[config.mk]
export PLATFORM = sky130hd
export DESIGN_NAME = chasm_mem_seq
export DESIGN_NICKNAME = d
export VERILOG_FILES = /design/src/rtl/chasm_mem_seq.sv
export SDC_FILE = /design/constraint.sdc
export NUM_CORES = 1
export LEC_CHECK = 0
export ABC_CLOCK_PERIOD_IN_PS = 2670
export BUFFER_PORTS_ARGS = -buffer_cell sky130_fd_sc_hd__buf_2
export CAP_MARGIN = 25
export CELL_PAD_IN_SITES_DETAIL_PLACEMENT = 1
export CELL_PAD_IN_SITES_GLOBAL_PLACEMENT = 2
export CORE_ASPECT_RATIO = 1.5
export CORE_UTILIZATION = 31
export DETAILED_ROUTE_END_ITERATION = 10
export PLACE_DENSITY = 0.83
export SYNTH_ARGS = -nofsm -noshare
export SYNTH_HDL_FRONTEND = slang
export SYNTH_SLANG_ARGS = --single-unit
[constraint.sdc]
create_clock -name clk -period 2.67 [get_ports clk]
set_clock_uncertainty 0.1 [all_clocks]
set_input_delay 0 -clock clk [delete_from_list [all_inputs] [get_ports clk]]
set_output_delay 0 -clock clk [all_outputs]
set_load 0.005 [all_outputs]
[src/rtl/chasm_mem_seq.sv]
// Multi-cycle memory access sequencer: runs one read/write handshake per request,
// then pulses done (and ld_mdr for reads). A wait counter traps a memory that never answers.
module chasm_mem_seq #(
  parameter int width   = 16,
  parameter int TIMEOUT = 255
) (
  input  logic             clk,
  input  logic             reset,
  input  logic             req_read,
  input  logic             req_write,
  input  logic [width-1:0] addr,
  input  logic [width-1:0] wdata,
  input  logic             err_clear,
  input  logic             mem_resp,
  input  logic [width-1:0] mem_rdata,
  output logic             mem_read,
  output logic             mem_write,
  output logic [width-1:0] mem_address,
  output logic [width-1:0] mem_wdata,
  output logic             ld_mdr,
  output logic [width-1:0] mdr_in,
  output logic             done,
  output logic             busy,
  output logic             timeout_err
);

  typedef enum logic [2:0] {
    S_IDLE  = 3'd0,
    S_READ  = 3'd1,
    S_WRITE = 3'd2,
    S_DONE  = 3'd3,
    S_ERR   = 3'd4
  } state_t;

  // Last counter value before the watchdog fires (counter starts at 0 on entry).
  localparam logic [15:0] CNT_LAST = 16'(TIMEOUT - 1);

  state_t             state_q, state_d;
  logic [width-1:0]   addr_q, addr_d;
  logic [width-1:0]   wdata_q, wdata_d;
  logic [width-1:0]   rdata_q, rdata_d;
  logic [15:0]        cnt_q, cnt_d;
  logic               rd_q, rd_d;

  always_ff @(posedge clk or posedge reset) begin
    if (reset) begin
      state_q <= S_IDLE;
      addr_q  <= '0;
      wdata_q <= '0;
      rdata_q <= '0;
      cnt_q   <= 16'd0;
      rd_q    <= 1'b0;
    end else begin
      state_q <= state_d;
      addr_q  <= addr_d;
      wdata_q <= wdata_d;
      rdata_q <= rdata_d;
      cnt_q   <= cnt_d;
      rd_q    <= rd_d;
    end
  end

  always_comb begin
    state_d = state_q;
    addr_d  = addr_q;
    wdata_d = wdata_q;
    rdata_d = rdata_q;
    cnt_d   = cnt_q;
    rd_d    = rd_q;
    case (state_q)
      S_IDLE: begin
        // Read has priority; a simultaneous write is simply dropped.
        if (req_read) begin
          addr_d  = addr;
          rd_d    = 1'b1;
          cnt_d   = 16'd0;
          state_d = S_READ;
        end else if (req_write) begin
          addr_d  = addr;
          wdata_d = wdata;
          rd_d    = 1'b0;
          cnt_d   = 16'd0;
          state_d = S_WRITE;
        end else begin
          state_d = S_IDLE;
        end
      end
      S_READ, S_WRITE: begin
        if (mem_resp) begin
          if (state_q == S_READ) begin
            rdata_d = mem_rdata;
          end else begin
            rdata_d = rdata_q;
          end
          state_d = S_DONE;
        end else if (cnt_q == CNT_LAST) begin
          state_d = S_ERR;
        end else begin
          cnt_d = cnt_q + 16'd1;
        end
      end
      S_DONE: begin
        state_d = S_IDLE;
      end
      S_ERR: begin
        if (err_clear) begin
          state_d = S_IDLE;
        end else begin
          state_d = S_ERR;
        end
      end
      default: begin
        state_d = S_IDLE;
      end
    endcase
  end

  // Outputs decode only flopped state/data, so no input reaches an output combinationally.
  assign mem_read    = (state_q == S_READ);
  assign mem_write   = (state_q == S_WRITE);
  assign mem_address = addr_q;
  assign mem_wdata   = wdata_q;
  assign done        = (state_q == S_DONE);
  assign ld_mdr      = (state_q == S_DONE) && rd_q;
  assign mdr_in      = rdata_q;
  assign busy        = (state_q != S_IDLE);
  assign timeout_err = (state_q == S_ERR);

endmodule

==> results_dict.tcl <==
set metrics [dict create \
    final_cell_mix "107 x buf_2, 68 x dfrtp_1, 53 x dlygate4sd3_1" \
    ctsHtreeMaxLevel 3 \
    postSynthCellCount 240 \
    rr_startpoint "cnt_q[0]$_DFFE_PP0P_" \
    grt_start_max_net_pins 38 \
    nets 465 \
    ys.warnings.count 0 \
    postLayoutCoreUtil_pct 48.2 \
    routedWlPerCell_um 17.1 \
    cts_root_buffer "clkbuf_16" \
    layoutNonFillerInstCount 528 \
    io_pins 108 \
    critPathRequiredTime_ns 2.79 \
    placed_cell_area_um2 3640 \
    drive_gt1_share_pct 44.7 \
    crit_arrival_ns 2.56 \
    synth_compound_area_share_pct 9.49 \
    rows 43 \
    drt_pass1_iterations 4 \
    routed_via_density 4.91 \
    leakage_nw 2.06 \
    synthSimpleGateAreaFrac_pct 9.91 \
    synth_cell_type_count 39 \
    async_flop_share_pct 100 \
    synth_area_per_cell_um2 12.3 \
    critPathMaxFanout 8 \
    worstSetupPathType "reg2reg" \
    port-buffer-count 107 \
    globalRouteMet3Util_pct 7.07 \
    gr-usage-met2_pct 34.6 \
    syn-num-nets 296 \
    mostFrequentLayoutCell "buf_2" \
    cap_violations 0 \
    ys.flop_type "dfrtp_1" \
    drc 0 \
    hold_violations 0 \
    synth-seq-area-share_pct 57.9 \
    synth.area.mux_share_pct 18.4 \
    grt_overflow 0 \
    period_share_pct 91.3 \
    seqCellArea_um2 1700 \
    synth-xor-area-share_pct 0.298 \
    cp-end-kind "register" \
    grt_pass1_vias 2883 \
    synth_edf_count 0 \
    period_needed_ns 2.44 \
    design_area_um2 4460 \
    synth_top_family_by_area "multiplexers" \
    start_util_pct 31.8 \
    crit_start "cnt_q[0]$_DFFE_PP0P_" \
    outcome "finished clean" \
    relSlewSlack_pct 53.7 \
    cts_buffers 9 \
    die_w_um 81.5 \
    fmaxAchievable_mhz 410 \
    grt_pass1_wl_um 14400 \
    finalMaxSlewViolations 0 \
    synth_area_um2 2940 \
    setup_viol 0 \
    core_um2 9250 \
    gr-usage-met1_pct 20.8 \
    antenna_left 0 \
    power.density_nw_per_um2 1020 \
    worst_hold_slack_ns 0.227 \
    clockBufferDepth 2 \
    fp.dieH_um 121 \
    drtIter0Drc 94 \
    cts_tree "built" \
    wl_um 9020 \
    busiest_layer "met2" \
    hpwlAfterDp_um 5400 \
    setup_tns_ns 0 \
    synthAdderAreaFrac_pct 0.851 \
    dp_cells 457 \
    postSynthRegisterBits 68 \
    tightest_slew_ns 0.694 \
    area_delta_synth_final_pct 51.6 \
    pre_cts_ws_ns 0.271 \
    power_mw 4.56 \
    finalWorstSetupSlack_ns 0.232 \
    multi_input_comb_area_um2 1140 \
    fillers 1010 \
    hold_class "in2async" \
    gp_congestion 0.749 \
    peakVddDrop_v 0.000541 \
    dieArea_um2 9890 \
    clkLatencyLatePin_ns 0.33 \
    critPathLaunchType "register" \
    antenna_found_initial 1 \
    clk_pin_slew_ns 0.06 \
    rsz0062_at_grt "false" \
    vias 2591 \
    grt_usage_pct 19.9 \
    cts.sink_count 68 \
]
==> where the power goes <==
group	leakage, nW	switching [mW]	internal (mW)
clock	0.135	0.460	0.651
combinational	1.08	0.810	0.930
sequential	0.839	0.264	1.45
total	2.06	1.54	3.03
==> final cells by class <==
class | instances | area share (%)
Sequential cell | 68 | 38.2
Clock buffer | 10 | 5.36
Timing Repair Buffer | 171 | 26.1
Multi-Input combinational cell | 152 | 25.7
Antenna cell | 2 | 0.112
Inverter | 7 | 0.590
Clock inverter | 6 | 0.870
Tap cell | 112 | 3.14
==> logic make-up after synthesis <==
kind of cell	Yosys count
AO/OA/AOI/OAI	45
XOR/XNOR	1
adder cells (fa/ha/maj)	2
buffers and inverters	20
flip-flops	68
multiplexers	48
AND/OR/NAND/NOR	56
==> critical path: stages, from the launching register on <==
cell	delay, ns
dfrtp_1	0.44
inv_1	0.09
ha_1	0.13
or4b_1	0.43
or4_1	0.62
a21oi_4	0.17
buf_4	0.18
o21ai_0	0.10
o41ai_1	0.07
==> layer usage <==
layer / up-vias / wire [um]
met1: 1284 / 3340
met3: 17 / 517
li1: 1206 / -
met2: 84 / 4940
met4: 0 / 226
met5: - / 0
==> final timing paths <==
kind | slack, ns | endpoint | cells after the start
min in group clk | 0.33 | mdr_in[10]$_DFFE_PP0P_ | 3
min | 0.23 | mem_wdata[14]$_DFFE_PP0P_ | 3
max | 0.23 | cnt_q[12]$_DFFE_PP0P_ | 8
max in group asynchronous | 1.60 | cnt_q[1]$_DFFE_PP0P_ | 4
min reg2reg | 0.39 | cnt_q[15]$_DFFE_PP0P_ | 1
max reg2reg | 0.23 | cnt_q[12]$_DFFE_PP0P_ | 8
==> synthesized netlist by cell type (3+ instances only) <==
| master | count | area [um2] |
|---|---|---|
| a21oi_1 | 3 | 15.0 |
| dfrtp_1 | 68 | 1700 |
| inv_1 | 7 | 26.3 |
| nor2_1 | 14 | 52.6 |
| mux2_2 | 48 | 541 |
| a31oi_1 | 5 | 31.3 |
| and2_1 | 3 | 18.8 |
| clkbuf_1 | 7 | 26.3 |
| nand2_1 | 12 | 45.0 |
| nor3_1 | 3 | 15.0 |
| buf_2 | 3 | 15.0 |
| nand4_1 | 8 | 50.1 |
| nand3_1 | 4 | 20.0 |
| o31ai_1 | 4 | 30.0 |
| o21ai_0 | 23 | 115 |
==> flip-flops by register name (all words and copies together) (netlist names) <==
signal,count
cnt_q,16
mdr_in,16
mem_address,16
mem_wdata,16
rd_q,1
state_q,3
==> what timing repair did <==
action,CTS,global route
endpoints found under the setup margin,0,0
hold buffers,53,0
buffers inserted,0,0
endpoints found under the hold margin,83,0
resized for setup,0,0
Note: power is estimated with default switching activity, not from simulation.
